===== src/rtl/object_fetcher.sv =====
// object_fetcher: reads the per-frame object list from the object buffer RAM and
// broadcasts one object at a time to the unit array. Each rising edge of
// next_task advances to the next object. read_end flags that the frame is done.
// Optional feature macro: OBJECT_FETCHER_PREFETCH_EN. When it is defined, the next
// object is read into a shadow register while waiting in HOLD, so a next_task
// rise issues it on the following cycle.
module object_fetcher #(
    parameter int UNITS      = 16,
    parameter int OBJ_WIDTH  = 96,
    parameter int ADDR_WIDTH = 10
) (
    input  logic                  clock,
    input  logic                  reset_n,
    input  logic                  frame_start,
    input  logic [ADDR_WIDTH:0]   object_count,
    input  logic                  next_task,
    output logic                  mem_rd_en,
    output logic [ADDR_WIDTH-1:0] mem_addr,
    input  logic [OBJ_WIDTH-1:0]  mem_rd_data,
    output logic [OBJ_WIDTH-1:0]  object_data,
    output logic                  object_valid,
    output logic                  read_end
);

    typedef enum logic [2:0] {
        S_IDLE,
        S_FETCH,
        S_WAIT,
        S_ISSUE,
        S_HOLD,
        S_DONE
    } state_t;

    localparam logic [ADDR_WIDTH:0] MAX_COUNT = {1'b1, {ADDR_WIDTH{1'b0}}};
    localparam logic [ADDR_WIDTH:0] IDX_ONE   = {{ADDR_WIDTH{1'b0}}, 1'b1};

    state_t                r_state;
    state_t                w_state_next;
    logic [ADDR_WIDTH:0]   r_idx;
    logic [ADDR_WIDTH:0]   r_count;
    logic                  r_next_task_q;
    logic [OBJ_WIDTH-1:0]  r_object_data;

    logic                  w_rise;
    logic                  w_capture;
    logic [OBJ_WIDTH-1:0]  w_capture_data;
    logic [ADDR_WIDTH:0]   w_count_sat;
    logic                  w_unused_units;

    // UNITS only documents the fan-out; the object bus is a plain broadcast.
    assign w_unused_units = (UNITS > 0);

    // A level on next_task that stays high must never issue twice.
    assign w_rise      = next_task & ~r_next_task_q;
    assign w_count_sat = (object_count > MAX_COUNT) ? MAX_COUNT : object_count;

    assign mem_addr     = r_idx[ADDR_WIDTH-1:0];
    assign object_data  = r_object_data;
    assign object_valid = (r_state == S_ISSUE);
    assign read_end     = (r_state == S_DONE);

`ifdef OBJECT_FETCHER_PREFETCH_EN
    logic                 r_pf_issued;
    logic                 r_pf_rd_q;
    logic                 r_pending;
    logic                 r_shadow_valid;
    logic [OBJ_WIDTH-1:0] r_shadow;
`endif

    // Next-state and RAM/capture control.
    always_comb begin
        // NOTE: every signal driven here gets a default first, so no latch is inferred.
        w_state_next   = r_state;
        mem_rd_en      = 1'b0;
        w_capture      = 1'b0;
        w_capture_data = mem_rd_data;
        case (r_state)
            S_IDLE: w_state_next = S_IDLE;
            S_FETCH: begin
                mem_rd_en    = 1'b1;
                w_state_next = S_WAIT;
            end
            S_WAIT: begin
                // RAM data is valid only in this cycle, so it is captured here.
                w_capture    = 1'b1;
                w_state_next = S_ISSUE;
            end
            S_ISSUE: w_state_next = (r_idx == r_count) ? S_DONE : S_HOLD;
            S_HOLD: begin
`ifdef OBJECT_FETCHER_PREFETCH_EN
                mem_rd_en = ~r_pf_issued;
                if ((w_rise || r_pending) && (r_shadow_valid || r_pf_rd_q)) begin
                    w_capture      = 1'b1;
                    w_capture_data = r_shadow_valid ? r_shadow : mem_rd_data;
                    w_state_next   = S_ISSUE;
                end
`else
                if (w_rise) begin
                    w_state_next = S_FETCH;
                end
`endif
            end
            S_DONE:  w_state_next = S_DONE;
            default: w_state_next = S_IDLE;
        endcase
        // A new frame wins over everything and drops any read still in flight.
        if (frame_start) begin
            w_capture    = 1'b0;
            w_state_next = (w_count_sat == '0) ? S_DONE : S_FETCH;
        end
    end

    // State register.
    always_ff @(posedge clock or negedge reset_n) begin
        if (!reset_n) begin
            r_state <= S_IDLE;
        end else begin
            // NOTE: non-blocking assignments so every register sees pre-edge values.
            r_state <= w_state_next;
        end
    end

    // Object index, latched count, next_task edge register and output data.
    always_ff @(posedge clock or negedge reset_n) begin
        if (!reset_n) begin
            r_idx         <= '0;
            r_count       <= '0;
            r_next_task_q <= 1'b0;
            // NOTE: the data register is reset as well, because reset must drive every output to 0.
            r_object_data <= '0;
        end else begin
            r_next_task_q <= next_task;
            if (frame_start) begin
                r_idx   <= '0;
                r_count <= w_count_sat;
            end else if (w_capture) begin
                r_idx         <= r_idx + IDX_ONE;
                r_object_data <= w_capture_data;
            end
        end
    end

`ifdef OBJECT_FETCHER_PREFETCH_EN
    // Shadow prefetch: one read per HOLD visit, data parked until the next rise.
    always_ff @(posedge clock or negedge reset_n) begin
        if (!reset_n) begin
            r_pf_issued    <= 1'b0;
            r_pf_rd_q      <= 1'b0;
            r_pending      <= 1'b0;
            r_shadow_valid <= 1'b0;
            r_shadow       <= '0;
        end else if (frame_start) begin
            r_pf_issued    <= 1'b0;
            r_pf_rd_q      <= 1'b0;
            r_pending      <= 1'b0;
            r_shadow_valid <= 1'b0;
        end else begin
            r_pf_rd_q <= (r_state == S_HOLD) && mem_rd_en;
            if ((r_state == S_HOLD) && mem_rd_en) begin
                r_pf_issued <= 1'b1;
            end else if (r_state != S_HOLD) begin
                r_pf_issued <= 1'b0;
            end
            if (w_capture) begin
                r_shadow_valid <= 1'b0;
            end else if (r_pf_rd_q) begin
                r_shadow       <= mem_rd_data;
                r_shadow_valid <= 1'b1;
            end
            if (w_capture) begin
                r_pending <= 1'b0;
            end else if ((r_state == S_HOLD) && w_rise) begin
                r_pending <= 1'b1;
            end
        end
    end
`endif

endmodule

===== config.mk =====
export PLATFORM = sky130hd
export DESIGN_NAME = object_fetcher
export DESIGN_NICKNAME = d
export VERILOG_FILES = /design/src/rtl/object_fetcher.sv
export SDC_FILE = /design/constraint.sdc
export NUM_CORES = 1
export LEC_CHECK = 0
export BUFFER_PORTS_ARGS = -buffer_cell sky130_fd_sc_hd__buf_2
export CORE_MARGIN = 4
export CORE_UTILIZATION = 49
export CTS_BUF_LIST = sky130_fd_sc_hd__clkbuf_8
export DETAILED_ROUTE_END_ITERATION = 7
export MAX_ROUTING_LAYER = met4
export PLACE_DENSITY_LB_ADDON = 0.08
export SETUP_SLACK_MARGIN = 0.02
export SLEW_MARGIN = 25
export SYNTH_ARGS = -nofsm -noshare
export SYNTH_HDL_FRONTEND = slang
export SYNTH_SLANG_ARGS = --single-unit

===== constraint.sdc =====
create_clock -name clock -period 2.6 [get_ports clock]
set_input_delay 0.52 -clock clock [delete_from_list [all_inputs] [get_ports clock]]
set_output_delay 0.52 -clock clock [all_outputs]
set_load 0.005 [all_outputs]

==> results of run 1 <==
[per-layer routing]
layer / global-route usage, % / vias to the layer above
li1: - / 1651
met1: 24.74 / 1682
met2: 31.97 / 147
met3: 5.861 / 14
met4: 6.673 / 0
met5: - / -
[cell type report]
cell class / instances / area share, %
clock buffer: 19 / 3.986
tap: 133 / 2.536
inverter: 4 / 0.2288
clock inverter: 12 / 1.545
multi-input combinational: 193 / 26.37
timing repair buffer: 227 / 18.80
sequential: 122 / 46.53
[placed cells by master, fill, tap and decap left out, types with 6 or more instances in the layout]
master	instances
o21ai_0	6
mux2_2	95
clkbuf_8	19
nor2_1	12
o2bb2ai_1	6
buf_12	6
nor4_1	7
dfrtp_1	122
nand2_1	10
buf_2	218
xor2_1	15
nand3_1	7
[metrics by stage]
| step | hold WS, ps | total power, mW | utilization, % | setup WS (ps) |
|---|---|---|---|---|
| floorplan | 224.4 | 3.544 | - | 786.2 |
| global placement | 465.2 | 4.411 | 62.84 | 605.5 |
| detailed placement | 477.1 | 4.483 | 62.84 | 539.7 |
| CTS | 119.1 | 6.016 | 66.51 | 523.6 |
| global route | 147.9 | 6.302 | 66.51 | 417.0 |
| finish | 121.4 | 5.933 | 66.51 | 528.0 |
[critical path: stages (launching register included)]
cell and delay (ps):
dfrtp_1 470, or3b_1 600, nor2_8 300, buf_12 220
mux2_2 360
[state kept, by name, summed over array words and instances, names as in the netlist]
name and count:
r_next_task_q 1, r_count 11, r_state 3, r_idx 11, object_data 96
[path summary, 6_finish.rpt]
| kind | start | end | slack (ps) | cells after the start |
|---|---|---|---|---|
| setup / recovery | r_state[2] | object_data[63] | 530 | 4 |
| hold / removal | reset_n | object_data[31] | 120 | 1 |
| setup reg to reg | r_state[2] | object_data[63] | 530 | 4 |
| hold reg to reg | object_data[24] | object_data[24] | 490 | 1 |
| max in group asynchronous | reset_n | object_data[86] | 1850 | 2 |
| min in group clock | next_task | r_next_task_q | 230 | 1 |
[power breakdown]
part | switching, mW | internal (mW) | total, mW
clock | 0.729 | 0.791 | 1.52
sequential | 0.308 | 2.53 | 2.84
combinational | 0.624 | 0.948 | 1.57
[logic make-up (layout without fill, tap and decap cells)]
group	count (synthesis)	after routing	synth area share (%)
simple gates	52	52	5.617
compound gates	22	22	3.120
fa+ha+maj	2	2	0.4992
mux	97	97	21.79
xor+xnor	20	20	3.495
buf+inv	30	262	4.568
flops	122	122	60.91
==> flow_metrics.py, run 1 <==
metrics = {
    "finish": {
        "register_area_um2": 3053,
        "nets": 678,
        "multi_input_area_um2": 1730,
        "nFillCells": 782,
        "syn2layout_area_growth_pct": 30.90,
        "diodes": 0,
        "drive_above_1_share_pct": 61.35,
        "final_cells": 710,
        "design_area_um2": 6561,
    },
    "clock_tree": {
        "cts_setup_buffers": 0,
        "ctsResizeCount": 0,
        "clock_latency_ps": 410,
        "tritoncts": "yes",
        "cts_sinks": 122,
        "cts_buffer_depth": 2,
        "cts_hold_buf": 0,
        "cts_buffers": 17,
        "cts_max_level": 4,
        "cts_root_buffer": "clkbuf_8",
        "path_clk_slew_ps": 70,
    },
    "place": {
        "dp_hpwl_mm": 8.906,
        "placed_cell_area_um2": 6198,
        "gp_congestion": 0.8030,
        "dp.cells": 679,
        "portBuffers": 219,
    },
    "detailed_routing": {
        "met2_wirelength_mm": 5.754,
        "maxUsedRoutingLayer": "met4",
        "drtAntennaViolNets": 0,
        "dr_wl_met3_um": 942,
        "drt_iter0_markers": 109,
        "routed_wl_mm": 11.66,
        "viasPerCell": 4.921,
        "drt-met1-wl_mm": 4.781,
        "num_vias": 3494,
        "wire_per_inst_um": 16.42,
        "remaining_drc_errors": 0,
        "dr.pass1.iters": 4,
    },
    "critical_path": {
        "cp-end-kind": "flip-flop",
        "critPathKind": "flip-flop to flip-flop",
        "crit_required_ps": 2890,
        "worstPathMaxFanout": 25,
        "crit_arrival_ps": 2360,
        "critPathLaunchType": "flip-flop",
    },
    "sta": {
        "period_share_pct": 79.69,
        "tightest_slew_ps": 607.4,
        "hold_violations": 0,
        "fin_tns_setup_ps": 0,
        "min_period_ps": 2072,
        "setup_viol": 0,
        "clock-skew-final_ps": 10.69,
        "slew_violations": 0,
        "fmax_mhz": 482.6,
        "relSlewSlack_pct": 59.51,
        "rsz0062_at_grt": "no",
    },
    "grt": {
        "first_global_vias": 3482,
        "overflow": 0,
        "antenna_found_initial": 0,
        "grt_pass1_wl_mm": 17.65,
        "grt_usage_pct": 20.09,
        "grt_max_degree": 47,
    },
    "floorplanning": {
        "boundaryPins": 220,
        "fp.dieH_um": 109.1,
        "die_w_um": 109.1,
        "core_area_um2": 9864,
        "rows": 36,
        "initial_core_util_pct": 50.81,
        "die_area_um2": 11910,
    },
    "run": {
        "maxCapViolations": 0,
    },
    "power_and_ir_drop": {
        "powerDensity_nw_per_um2": 904.2,
        "p_leak_nw": 3.294,
        "peakVddDrop_mv": 0.4747,
    },
    "logic_synthesis": {
        "syn_nets": 458,
        "ys_seq_elements": 122,
        "synth_area_per_cell_um2": 14.53,
        "yosys.area.top_type_share_pct": 60.91,
        "syn_inst": 345,
        "synth-seq-area-share_pct": 60.91,
        "syn_area_um2": 5012,
        "yosys_warnings": 0,
        "synth_edf_count": 0,
        "netlist_top_cells_area": "dfrtp_1 (61%), mux2_2 (21%), xor2_1 (2.6%)",
        "post-synth-top-area-cell": "dfrtp_1",
        "synth_cell_types": 33,
        "yosysMostFrequentCell": "dfrtp_1",
        "async_reset_ff_share_pct": 100.0,
        "synth_common_cells": "dfrtp_1 (122), mux2_2 (95), buf_4 (15), xor2_1 (15), nor2_1 (12)",
        "ys.flop_type": "dfrtp_1",
    },
    "run_status": {
        "status": "finished, final reports clean",
    },
    "worst_hold_path": {
        "hp-class": "primary input to async pin",
    },
}
Note: power is estimated with default switching activity, not from simulation.
==> run 2, diff against run 1 <==
--- a/config.mk
+++ b/config.mk
@@ -7,7 +7,7 @@
 export LEC_CHECK = 0
 export BUFFER_PORTS_ARGS = -buffer_cell sky130_fd_sc_hd__buf_2
 export CORE_MARGIN = 4
-export CORE_UTILIZATION = 49
+export CORE_UTILIZATION = 44
 export CTS_BUF_LIST = sky130_fd_sc_hd__clkbuf_8
 export DETAILED_ROUTE_END_ITERATION = 7
 export MAX_ROUTING_LAYER = met4
==> constraint.sdc (replaced) <==
create_clock -name clock -period 1.85 [get_ports clock]
set_input_delay 0.37 -clock clock [delete_from_list [all_inputs] [get_ports clock]]
set_output_delay 0.37 -clock clock [all_outputs]
set_load 0.005 [all_outputs]
==> flow_metrics.py, run 2 (same netlist as run 1, synthesis figures left out) <==
metrics = {
    "power_and_ir_drop": {
        "p_int_mw": 6.178,
        "clockPowerShare_pct": 26.7,
        "powerDensity_nw_per_um2": 1272,
        "p_leak_nw": 3.363,
        "power_switching_mw": 2.252,
        "combPwrFrac_pct": 26.0,
        "switching_share_pct": 26.72,
        "peakVddDrop_mv": 0.6718,
        "p_seq_share_pct": 47.2,
    },
    "clock_tree": {
        "path_clk_slew_ps": 60,
        "ctsResizeCount": 0,
        "cts_root_buffer": "clkbuf_8",
        "cts_buffers": 17,
        "clock_latency_ps": 410,
        "cts_sinks": 122,
        "cts_buffer_depth": 2,
        "tritoncts": "yes",
        "cts_max_level": 4,
    },
    "run_status": {
        "status": "finished, final reports clean",
    },
    "detailed_routing": {
        "num_vias": 3540,
        "routed_wl_mm": 11.59,
        "viasPerCell": 4.876,
        "dr.pass1.iters": 4,
        "drtAntennaViolNets": 0,
        "wire_per_inst_um": 15.96,
        "remaining_drc_errors": 0,
        "drt_iter0_markers": 153,
    },
    "floorplanning": {
        "rows": 38,
        "initial_core_util_pct": 45.64,
        "boundaryPins": 220,
        "fp.dieH_um": 114.7,
        "die_w_um": 114.7,
        "core_area_um2": 10980,
        "die_area_um2": 13160,
    },
    "sta": {
        "min_period_ps": 1767,
        "relSlewSlack_pct": 75.60,
        "tightest_slew_ps": 366.0,
        "hold_violations": 0,
        "fin_tns_setup_ps": 0,
        "period_share_pct": 95.49,
        "timing.final.ws_setup_ps": 83.44,
        "setup_viol": 0,
        "clock-skew-final_ps": 8.582,
        "rsz0062_at_grt": "yes",
        "fmax_mhz": 566.1,
        "slew_violations": 0,
    },
    "critical_path": {
        "critPathLaunchType": "flip-flop",
        "crit_required_ps": 2140,
        "crit_arrival_ps": 2060,
        "path_delay_family": "simple AND/OR/NAND/NOR gates",
        "r2r_cells": 4,
        "cp.depth": 4,
        "cp-end-kind": "flip-flop",
        "timing.critical_path.slowest_cell_delay_ps": 470,
        "worstPathMaxFanout": 45,
        "critPathBufInv": 1,
        "critPathKind": "flip-flop to flip-flop",
        "cp_cell_sequence": "or3b_1 -> nor2_8 -> buf_12 -> mux2_2",
        "slowest_stage": "or3b_1",
    },
    "finish": {
        "largest_reg_flops": 96,
        "drive_above_1_share_pct": 61.09,
        "final_cell_mix": "buf_2 (218), dfrtp_1 (122), mux2_2 (95), clkbuf_8 (20), xor2_1 (15)",
        "layout_commonest_cell": "buf_2",
        "finish.utilization_pct": 60.34,
        "diodes": 0,
        "nets": 686,
        "syn2layout_area_growth_pct": 32.23,
    },
    "worst_hold_path": {
        "hp-class": "primary input to flip-flop",
        "whs_path_depth": 1,
    },
    "place": {
        "pre_cts_slack_ps": 78.17,
        "dp_hpwl_mm": 8.787,
        "portBuffers": 219,
        "gp_congestion": 0.7908,
    },
    "grt": {
        "overflow": 0,
        "grt_pass1_wl_mm": 17.88,
        "grt_max_degree": 47,
        "grt_usage_pct": 18.01,
        "first_global_vias": 3672,
        "antenna_found_initial": 0,
    },
    "run": {
        "maxCapViolations": 0,
    },
}
[run 2: power by group through the flow]
stage | Clock [mW] | Combinational [mW] | Sequential (mW)
2_1_floorplan | 0 | 0.868 | 4.11
3_3_place_gp | 0 | 2.17 | 4.00
3_5_place_dp | 0 | 2.25 | 4.03
4_1_cts | 2.30 | 2.25 | 4.00
5_1_grt | 2.45 | 2.41 | 4.10
6_report | 2.25 | 2.19 | 3.98
[run 2: worst paths after layout]
| check | start | to | slack (ps) |
|---|---|---|---|
| setup / recovery | r_state[2] | object_data[72] | 80 |
| hold / removal | next_task | r_next_task_q | 90 |
| setup reg to reg | r_state[2] | object_data[72] | 80 |
| hold reg to reg | object_data[25] | object_data[25] | 490 |
| max in group asynchronous | reset_n | object_data[93] | 860 |
| min in group asynchronous | reset_n | object_data[58] | 360 |
[run 2: per-stage QoR]
stage	power (mW)	cell area (µm²)	instances	hold slack, ps
after floorplan	4.981	5012	345	74.41
after global placement	6.175	6227	692	243.9
after global routing	8.962	6628	726	64.30
after CTS	8.552	6620	725	61.99
after detailed placement	6.276	6227	692	247.4
final	8.429	6628	726	87.43
[run 2: final cells by class]
cell class | instances | area (µm²)
fillers | 947 | 4355
flip-flops and latches | 122 | 3053
multi-input cells | 193 | 1730
repair buffers | 235 | 1271
clock buffers | 20 | 275.3
well taps | 140 | 175.2
clock inverters | 12 | 107.6
inverters | 4 | 15.01
[run 2: what timing repair did]
action,4_1_cts,5_1_grt
endpoints found under the setup margin,0,2
hold endpoints to repair,12,0
hold buffers,1,0
setup buffers,0,1
[run 2: layer usage]
metal  track usage, %  routed length (µm)  vias to the layer above
met4            5.477                 121                        0
met1            22.58                4944                     1721
li1                 -                   -                     1662
met3            5.947                1025                       10
met5                -                   0                        -
met2            28.02                5498                      147
==> run 3, diff against run 2 <==
--- a/config.mk
+++ b/config.mk
@@ -6,9 +6,11 @@
 export NUM_CORES = 1
 export LEC_CHECK = 0
 export BUFFER_PORTS_ARGS = -buffer_cell sky130_fd_sc_hd__buf_2
+export CORE_ASPECT_RATIO = 0.75
 export CORE_MARGIN = 4
 export CORE_UTILIZATION = 44
 export CTS_BUF_LIST = sky130_fd_sc_hd__clkbuf_8
+export CTS_CLUSTER_SIZE = 28
 export DETAILED_ROUTE_END_ITERATION = 7
 export MAX_ROUTING_LAYER = met4
 export PLACE_DENSITY_LB_ADDON = 0.08
==> flow_metrics.py, run 3 (same netlist as run 1, synthesis figures left out) <==
metrics = {
    "run_status": {
        "status": "finished, final reports clean",
    },
    "sta": {
        "fin_tns_setup_ps": 0,
        "fmax_mhz": 565.9,
        "tightest_slew_ps": 435.2,
        "period_share_pct": 95.52,
        "relSlewSlack_pct": 70.99,
        "rsz0062_at_grt": "yes",
        "worst_hold_slack_ps": 67.67,
        "min_period_ps": 1767,
        "setup_viol": 0,
        "slew_violations": 0,
        "hold_violations": 0,
        "clock-skew-final_ps": 11.16,
    },
    "floorplanning": {
        "rows": 33,
        "die_area_um2": 13180,
        "initial_core_util_pct": 45.47,
        "boundaryPins": 220,
        "fp.dieH_um": 100.4,
        "core_area_um2": 11020,
        "die_w_um": 131.2,
    },
    "finish": {
        "diodes": 0,
        "syn2layout_area_growth_pct": 35.05,
        "nets": 690,
        "final_cells": 729,
        "drive_above_1_share_pct": 62.48,
        "layout_commonest_cell": "buf_2",
        "largest_reg_flops": 96,
        "final_cell_mix": "buf_2 (218), dfrtp_1 (122), mux2_2 (95), clkbuf_8 (20), xor2_1 (15)",
        "finish.utilization_pct": 61.40,
    },
    "grt": {
        "overflow": 0,
        "grt_usage_pct": 19.15,
        "first_global_vias": 3646,
        "grt_max_degree": 32,
        "antenna_found_initial": 0,
        "grt_pass1_wl_mm": 19.09,
    },
    "power_and_ir_drop": {
        "p_leak_nw": 3.399,
        "peakVddDrop_mv": 0.8510,
        "power_mw": 8.829,
        "powerDensity_nw_per_um2": 1304,
    },
    "detailed_routing": {
        "wire_per_inst_um": 16.41,
        "dr.pass1.iters": 4,
        "num_vias": 3523,
        "drt_iter0_markers": 138,
        "drtAntennaViolNets": 0,
        "routed_wl_mm": 11.97,
        "remaining_drc_errors": 0,
        "viasPerCell": 4.833,
    },
    "place": {
        "gp_congestion": 0.8183,
        "dp.cells": 697,
        "dp_hpwl_mm": 9.150,
        "portBuffers": 219,
    },
    "clock_tree": {
        "tritoncts": "yes",
        "cts_buffer_depth": 2,
        "cts_sinks": 122,
        "cts_root_buffer": "clkbuf_8",
        "clock_latency_ps": 430,
        "cts_buffers": 17,
        "path_clk_slew_ps": 70,
        "cts_max_level": 4,
    },
    "run": {
        "maxCapViolations": 0,
    },
    "critical_path": {
        "critPathKind": "flip-flop to flip-flop",
        "crit_arrival_ps": 2080,
        "critPathLaunchType": "flip-flop",
        "crit_required_ps": 2160,
        "worstPathMaxFanout": 23,
        "cp-end-kind": "flip-flop",
    },
    "worst_hold_path": {
        "hp-class": "primary input to flip-flop",
    },
}
## run 3: cell types whose count changed in the layout (fill, tap and decap cells not counted)
cell,delta
nor2_2,+1
bufinv_16,+2
buf_12,+3
inv_1,-4
nor2_1,-1
nor4_2,+2
inv_6,+1
buf_4,+1
nor4_1,-2
clkinv_2,-2
clkinvlp_4,+2
## run 3: final cells by class
cell class	count	area, µm²
clock buffers	20	275.3
repair buffers	239	1339
well taps	140	175.2
fillers	913	4255
clock inverters	11	166.4
multi-input cells	193	1745
inverters	4	15.01
flip-flops and latches	122	3053
## run 3: metrics by stage
step	setup WS, ps	area, µm²
global route	-13.02	6769
floorplan	36.23	5012
global placement	133.9	6302
CTS	60.59	6754
detailed placement	75.74	6302
finish	82.91	6769
## run 3: metal layers
layer | up-vias | global-route usage (%) | part of all wire, % | wire length (µm)
met5 | - | - | 0 | 0
met4 | 0 | 5.973 | 1.4 | 172
met3 | 18 | 8.066 | 7.9 | 946
met2 | 153 | 28.74 | 47 | 5656
met1 | 1682 | 23.85 | 43 | 5190
li1 | 1670 | - | - | -
## run 3: worst max-delay path: stages, from the launching register on
cell	delay [ps]
dfrtp_1	380
or3b_1	480
nor2_8	220
buf_12	210
mux2_2	350
## run 3: final timing paths
check	from	end	slack (ps)	depth (start not counted)
hold / removal	next_task	r_next_task_q	70	1
min in group asynchronous	reset_n	object_data[42]	450	2
max in group asynchronous	reset_n	object_data[36]	860	3
setup / recovery	r_state[2]	object_data[43]	80	4
setup reg to reg	r_state[2]	object_data[43]	80	4
hold reg to reg	object_data[24]	object_data[24]	490	1
## run 3: report_power, final
part | switching, mW | leakage (nW) | total (mW) | internal [mW]
Combinational | 0.898 | 1.68 | 2.25 | 1.36
Sequential | 0.412 | 1.50 | 3.97 | 3.56
Clock | 1.04 | 0.217 | 2.60 | 1.57
## run 3: timing repair
item / CTS / global route
setup buffers: 0 / 0
gates resized for setup: 0 / 3
setup endpoints to repair: 0 / 32
hold buffers: 1 / 0
hold endpoints to repair: 26 / 0
